===== config.mk =====
export PLATFORM = sky130hd
export DESIGN_NAME = iq_magnitude_sqrt_gen
export DESIGN_NICKNAME = d
export VERILOG_FILES = /design/src/rtl/iq_magnitude_sqrt_gen.sv
export SDC_FILE = /design/constraint.sdc
export NUM_CORES = 2
export LEC_CHECK = 0
export ABC_AREA = 1
export CAP_MARGIN = 0
export CORE_MARGIN = 5
export CORE_UTILIZATION = 31
export DETAILED_ROUTE_END_ITERATION = 12
export RECOVER_POWER = 50
export SYNTH_ARGS = -nofsm -noshare
export SYNTH_HDL_FRONTEND = slang
export SYNTH_SLANG_ARGS = --single-unit

===== constraint.sdc =====
create_clock -name clk -period 19.3 [get_ports clk]
set_input_delay 2.895 -clock clk [delete_from_list [all_inputs] [get_ports clk]]
set_output_delay 2.895 -clock clk [all_outputs]
set_load 0.02 [all_outputs]

===== src/rtl/iq_magnitude_sqrt_gen.sv =====
// IQ magnitude unit: squares I and Q, then extracts sqrt(I^2+Q^2) one result bit per cycle,
// with optional round-to-nearest and optional clamp to Q0.(W-1) full scale.
module iq_magnitude_sqrt_gen #(
   parameter int W     = 16,
   parameter bit ROUND = 1'b0,
   parameter bit SAT   = 1'b1
) (
   input  logic                clk,
   input  logic                rst,
   input  logic                start,
   input  logic signed [W-1:0] I_in,
   input  logic signed [W-1:0] Q_in,
   output logic                busy,
   output logic                done,
   output logic [W-1:0]        magnitude,
   output logic                overflow,
   output logic [2*W-1:0]      sum_squares
);

   typedef enum logic [1:0] {IDLE, SQUARE, ROOT, DONE} state_t;

   localparam int CW = $clog2(W + 1);
   localparam logic [W:0] MAX_POS = {2'b00, {(W-1){1'b1}}};

   state_t              state;
   logic signed [W-1:0] i_reg, q_reg;
   logic [2*W-1:0]      rad;
   logic [W+1:0]        rem;
   logic [W-1:0]        root;
   logic [CW-1:0]       count;

   // Signed multiplies keep -2^(W-1) exact; the sum of two squares never exceeds 2^(2W-1).
   logic signed [2*W-1:0] i_sq, q_sq;
   logic [2*W-1:0]        sq_sum;
   assign i_sq   = i_reg * i_reg;
   assign q_sq   = q_reg * q_reg;
   assign sq_sum = $unsigned(i_sq) + $unsigned(q_sq);

   // One digit-by-digit step: bring down two radicand bits, try subtracting 4r+1.
   logic [W+3:0] rem_sh, trial;
   logic [W+1:0] rem_diff;
   logic         take;
   assign rem_sh   = {rem, rad[2*W-1 -: 2]};
   assign trial    = {2'b00, root, 2'b01};
   assign take     = (rem_sh >= trial);
   assign rem_diff = rem_sh[W+1:0] - trial[W+1:0];

   logic         round_up, sat_hit;
   logic [W:0]   rounded;
   logic [W-1:0] final_mag;
   assign round_up  = ROUND && (rem > {2'b00, root});
   assign rounded   = {1'b0, root} + {{W{1'b0}}, round_up};
   assign sat_hit   = SAT && (rounded > MAX_POS);
   assign final_mag = sat_hit ? MAX_POS[W-1:0] : rounded[W-1:0];

   // ROOT spends W cycles iterating and one more registering the rounded/clamped result.
   always_ff @(posedge clk) begin
      if (rst) begin
         state       <= IDLE;
         busy        <= 1'b0;
         done        <= 1'b0;
         magnitude   <= '0;
         overflow    <= 1'b0;
         sum_squares <= '0;
         i_reg       <= '0;
         q_reg       <= '0;
         rad         <= '0;
         rem         <= '0;
         root        <= '0;
         count       <= '0;
      end else begin
         case (state)
            IDLE: begin
               if (start) begin
                  i_reg <= I_in;
                  q_reg <= Q_in;
                  busy  <= 1'b1;
                  state <= SQUARE;
               end
            end
            SQUARE: begin
               sum_squares <= sq_sum;
               rad         <= sq_sum;
               rem         <= '0;
               root        <= '0;
               count       <= CW'(W);
               state       <= ROOT;
            end
            ROOT: begin
               if (count != '0) begin
                  rad   <= {rad[2*W-3:0], 2'b00};
                  rem   <= take ? rem_diff : rem_sh[W+1:0];
                  root  <= {root[W-2:0], take};
                  count <= count - 1'b1;
               end else begin
                  magnitude <= final_mag;
                  overflow  <= sat_hit;
                  done      <= 1'b1;
                  state     <= DONE;
               end
            end
            DONE: begin
               done  <= 1'b0;
               busy  <= 1'b0;
               state <= IDLE;
            end
            default: state <= IDLE;
         endcase
      end
   end

endmodule


== Word level (Yosys, flattened, before mapping) ==
Cells that the tools add are included.

* Logic and storage cells: 54
* Input port bits: 35
* Output and inout port bits: 51
* Bits in registers: 156

* Eq/ne operators: 6
* Multipliers: 2
* $add $sub $neg: 3
* Muxes and demuxes: 17
* Order comparisons: 2
* Reductions and logical operators: 11
* Bitwise logic cells: 1

{| class="wikitable"
|+ Operator list
! cell !! number
|-
| 16-bit by 16-bit multiplier with 32-bit output || 2
|-
| 32-bit case mux with 2 select lines || 1
|-
| 18-bit 2-to-1 mux || 2
|-
| 18-bit case mux with 2 select lines || 1
|-
| 32-bit adder || 1
|-
| 16-bit 2-to-1 mux || 2
|-
| 32-bit 2-to-1 mux || 1
|-
| 16-bit case mux with 2 select lines || 1
|-
| 20-bit by 18-bit greater-or-equal comparator with 1-bit output || 1
|-
| 18-bit subtractor || 1
|-
| 16-bit by 15-bit greater-than comparator with 1-bit output, second input constant || 1
|-
| 2-bit AND reduction || 6
|-
| 5-bit case mux with 2 select lines || 1
|-
| 2-bit case mux with 4 select lines || 1
|-
| 2-bit != test, second input constant || 3
|-
| 2-bit nonzero test || 3
|-
| 5-bit 2-to-1 mux || 1
|-
| 5-bit nonzero test || 1
|-
| 5-bit by 1-bit subtractor with 5-bit output, second input constant || 1
|-
| 2-bit == test, second input constant || 2
|-
| 2-bit 2-to-1 mux || 2
|-
| 1-bit case mux with 2 select lines || 2
|-
| 2-bit by 1-bit == test with 1-bit output, second input constant || 1
|-
| 2-bit logical NOT || 1
|-
| 2 further kinds || 3
|}

== Depth between registers and ports, before layout ==
* Word-level depth: 4
* Mapped depth: 33

== Worst setup path after synthesis ==
Ideal clock, no wire load.

* Kind: reg-to-reg
* From: reg q_reg[15]
* To: reg sum_squares[26]
* Library setup time: 115 ps
* Stages on the path, launching flop included: 26
* Path slack: 12312 ps
* Path buffers: 2
* Data required time: 19185 ps
* Clock period less this slack: 6988 ps
* Arrival: 6873 ps
* Path through: dfxtp_1 > clkbuf_1 > buf_1 > nand2_1 > fa_1 > inv_1 > fa_1 > inv_1 > fa_1 > inv_1 > fa_1 > fa_1 > fa_1 > fa_1 > inv_1 > fa_1 > inv_1 > ha_1 > nand2_1 > nor2_1 > nand2_1 > or3_1 > nand4_1 > nand2_1 > o21ai_0 > inv_1

* Word-level cells in the longest chain between the ends: 2

{| class="wikitable"
|+ RTL lines
! item !! line !! source
|-
| start, declared || 26 || <nowiki>logic signed [W-1:0] i_reg, q_reg;</nowiki>
|-
| start signal, assigned || 76 || <nowiki>q_reg <= Q_in;</nowiki>
|-
| 16-bit by 16-bit multiplier with 32-bit output || 36 || <nowiki>assign q_sq = q_reg * q_reg;</nowiki>
|-
| 32-bit adder || 37 || <nowiki>assign sq_sum = $unsigned(i_sq) + $unsigned(q_sq);</nowiki>
|-
| end signal, assigned || 82 || <nowiki>sum_squares <= sq_sum;</nowiki>
|-
| end, declared || 17 || <nowiki>output logic [2*W-1:0] sum_squares</nowiki>
|}

No other way between the ends.
A chain may end at the register's enable or synchronous reset.

== Worst setup path in the final report ==
* From: reg q_reg[15]
* To: reg rad[23]

* Word-level cells in the longest chain between the ends: 3

{| class="wikitable"
|+ RTL lines
! item !! line !! source
|-
| 16-bit by 16-bit multiplier with 32-bit output || 36 ||
|-
| 32-bit adder || 37 ||
|-
| 32-bit case mux with 2 select lines || 72 || <nowiki>case (state)</nowiki>
|-
| end signal, assigned || 83 || <nowiki>rad <= sq_sum;</nowiki>
|-
| end signal, assigned || 91 || <nowiki>rad <= {rad[2*W-3:0], 2'b00};</nowiki>
|-
| end, declared || 27 || <nowiki>logic [2*W-1:0] rad;</nowiki>
|}

No other way between the ends.

==> flow_summary.rst <==
.. list-table::
   :header-rows: 1

   * - Metric
     - Value
   * - Commonest non-fill, non-tap cell in the layout
     - inv_1
   * - Final Slew Violations
     - 186
   * - Synthesized-area fraction occupied by and/or/nand/nor cells
     - 13.4%
   * - Worst path most repeated cell
     - fa_1
   * - Startpoint of the tightest hold check path
     - magnitude[15]
   * - Overflow after GRT
     - 0
   * - Crit path launch
     - q_reg[15]
   * - Site row count
     - about 100
   * - Remaining DRCs
     - 0
   * - Cell family with most CP delay
     - adder cells
   * - Slowest Stage Delay on Critical Path
     - around 0.87 ns
   * - Count of flip-flops with a built-in enable after synthesis
     - 0
   * - Adder-cell area share of the yosys netlist
     - 50.0%
   * - Post-layout worst setup margin
     - 11.37 ns
   * - Kind of capture point of the worst setup path
     - flip-flop
   * - CP Buf/Inv Count
     - 7
   * - Syn_area_per_cell
     - 8.18 µm²
   * - Area of the placeable core
     - between 80000 and 90000 µm²
   * - Clock transition at the registers of the reported paths
     - 0.08 ns
   * - Final Hold Fails
     - 0
   * - Worst Tran Pin Value
     - between 4 and 5 ns
   * - Largest area contributor in the synthesized netlist
     - fa_1
   * - Post-synth ARST share
     - 0%
   * - Initial standard-cell utilization of the core
     - approximately 31%
   * - Relative slew slack
     - -173%
   * - Vias
     - 18700
   * - Count of synthesis-stage warnings from yosys
     - 0
   * - Xor/xnor share of the synthesized area
     - 1.46%
   * - Top fanout value on the critical path
     - 19
   * - Kind of critical path
     - flip-flop to flip-flop
   * - Final setup vio count
     - 0
   * - Flip-flop cell with the highest count after synthesis
     - dfxtp_1
   * - Vias in the first global route
     - approximately 20000
   * - Crit path arrival time
     - 8.09 ns
   * - Total iterations of the first detailed-routing run
     - 5
   * - Kind of launch point of the worst setup path
     - flip-flop
   * - Largest cells by area after synthesis
     - fa_1 (41%), inv_1 (13%), dfxtp_1 (12%)
   * - Detail-routed net length per standard cell
     - 15.3 µm
   * - Highest-count cells in the layout ignoring fill and taps
     - inv_1 (880), nand2_1 (577), fa_1 (519)
   * - Net total in the final layout
     - 3823
   * - Share of final-layout standard cells stronger than drive strength 1
     - 3.15%
   * - Die Y
     - 295 µm
   * - Post-synthesis instance area
     - 25200 µm²
   * - Final weighted congestion in routability-driven placement
     - 0.879
   * - Pin count of the biggest net entering global routing
     - between 80 and 90
   * - Total nets after synthesis
     - 3807
   * - Number of DRC violations after detailed-routing iteration 0
     - 1125
   * - Fraction of post-synthesis cell area in the top cell type by area
     - about two fifths
   * - Full die area
     - between 80000 and 90000 µm²
   * - Final antenna-violating net count
     - 0
   * - Gr usage total
     - ~15%
   * - Cell at the root of the clock tree
     - clkbuf_16
   * - Violations in the final reports
     - capacitance limit, slew limit
   * - Num ports
     - 86
   * - Max-capacitance violation count
     - 3
   * - Final routed wirelength across all metal layers
     - 63600 µm
   * - Main combinational cell family by area after synthesis
     - adder cells
   * - Seq cells post-synth
     - 156
   * - Hold bufs inserted after CTS
     - 0
   * - Sequential element share of the synthesized area
     - 12.4%
   * - Instance count after placement with tap cells included
     - 4135
   * - IO Port Bufs
     - 85
   * - Fin crit period
     - 7.93 ns
   * - Resized cells post-CTS
     - 0
   * - Outcome
     - complete, but fails checks
   * - Standard cell with the maximum stage delay on the critical path
     - fa_1
   * - Number of antenna violations at the first check in global routing
     - 3
   * - Crit Reg-Reg Startpoint
     - q_reg[15]
   * - Cell count after synthesis
     - 3078
   * - Synthesis-to-finish area growth
     - 9.94%
   * - Top flop regs
     - rad (32), sum_squares (32), rem (18)
   * - Clock latency reported for the late side of the worst-skew pair
     - 0.49 ns
   * - Series of cell instances along the critical path
     - buf_4 > nand2_1 > fa_1 > inv_1 > fa_1 > inv_1 > fa_1 > inv_1 > fa_1 > fa_1 > fa_1 > fa_1 > inv_1 > fa_1 > inv_1 > ha_1 > a21oi_1 > o21ai_0 > a21oi_1 > nand3_1 > nand2_1 > inv_1 > o21ai_0 > a31oi_1
   * - Number of buffers inserted to repair setup after CTS
     - 0
   * - Number of H-tree levels
     - 4
   * - CTS tree
     - built
   * - Vias per cell
     - 4.50
   * - Fraction of the core area covered by cells at the end of the flow
     - 34.4%
   * - Required time of the worst setup path
     - 19.46 ns
   * - Clock sink count
     - 156
   * - Clock Tree Buf Depth
     - 2
   * - Inserted Clock Buffers
     - 17
   * - Achievable frequency
     - 126 MHz
   * - Post-Place Worst Slack
     - roughly 12 ns
   * - Post-Route Setup TNS
     - 0 ns
   * - Count of different cell masters after synthesis
     - 45
   * - Fraction of the mapped netlist area in compound gates
     - approximately 7.7%
   * - Final Instance Count excl. Fillers
     - 4167
   * - Clock Skews
     - 0.0214 ns
   * - Unrepaired setup endpoints after global routing
     - false
   * - Half-perimeter wire length of the detailed placement result
     - 52400 µm
   * - DIE WIDTH
     - 295 µm
   * - Worst hold path type
     - flip-flop to flip-flop
   * - Wire length of the first global-routing pass
     - roughly 110000 µm
   * - Portion of netlist area occupied by mux cells
     - 0%
   * - Period utilization
     - ~41%
   * - Diodes inserted
     - 0
logic make-up after synthesis:
group                    count (synthesis)
adder cells (fa/ha/maj)                694
AND/OR/NAND/NOR                        837
AO/OA/AOI/OAI                          345
XOR/XNOR                                42
flip-flops                             156
buffers and inverters                 1004
routing by layer:
metal  track usage (%)  routed length, µm
met1              20.8              28100
met2              26.0              31500
met3              2.46               3020
met4              3.16               1010
met5                 0                 13
tightest hold or removal path, stage by stage (launching register included):
cell	delay, ns
dfxtp_1	0.31
nand2_1	0.06
nor2_1	0.03
synthesized netlist by cell type (all sizes together), types with 2 or more instances:
master,n
inv,885
dfxtp,156
xnor2,18
nand3b,10
fa,519
o21a,5
nand2,581
xor2,24
or2,8
buf,18
a21o,7
a31oi,19
a31o,2
clkbuf,98
o22ai,9
nand3,57
nor2,152
o21ai,118
ha,175
clkinv,3
o21bai,7
a211oi,2
nand4,10
nor3,16
o211ai,13
a21oi,160
metrics by stage:
stage	instance area (µm²)	hold slack [ns]
2_1_floorplan	25200	0.440
3_3_place_gp	27100	0.428
3_5_place_dp	27100	0.438
4_1_cts	27700	0.449
5_1_grt	27700	0.464
6_report	27700	0.437
cell type report:
cell class / count / area, µm²
fillers: 8387 / 52900
flip-flops and latches: 156 / 3120
well taps: 1060 / 1330
inverters: 888 / 3330
clock inverters: 12 / 155
multi-input cells: 1918 / 18300
clock buffers: 20 / 447
repair buffers: 113 / 1040
final timing paths:
check | endpoint | slack (ns) | cells after the start
worst max-delay path | rad[23] | 11.37 | 24
worst min register to register | magnitude[15] | 0.44 | 2
worst max register to register | rad[23] | 11.37 | 24
worst min-delay path | magnitude[15] | 0.44 | 2
Power is left out: the tool's default activity adds up to more than one toggle a clock period on the data nets, which glitch-free logic cannot reach.
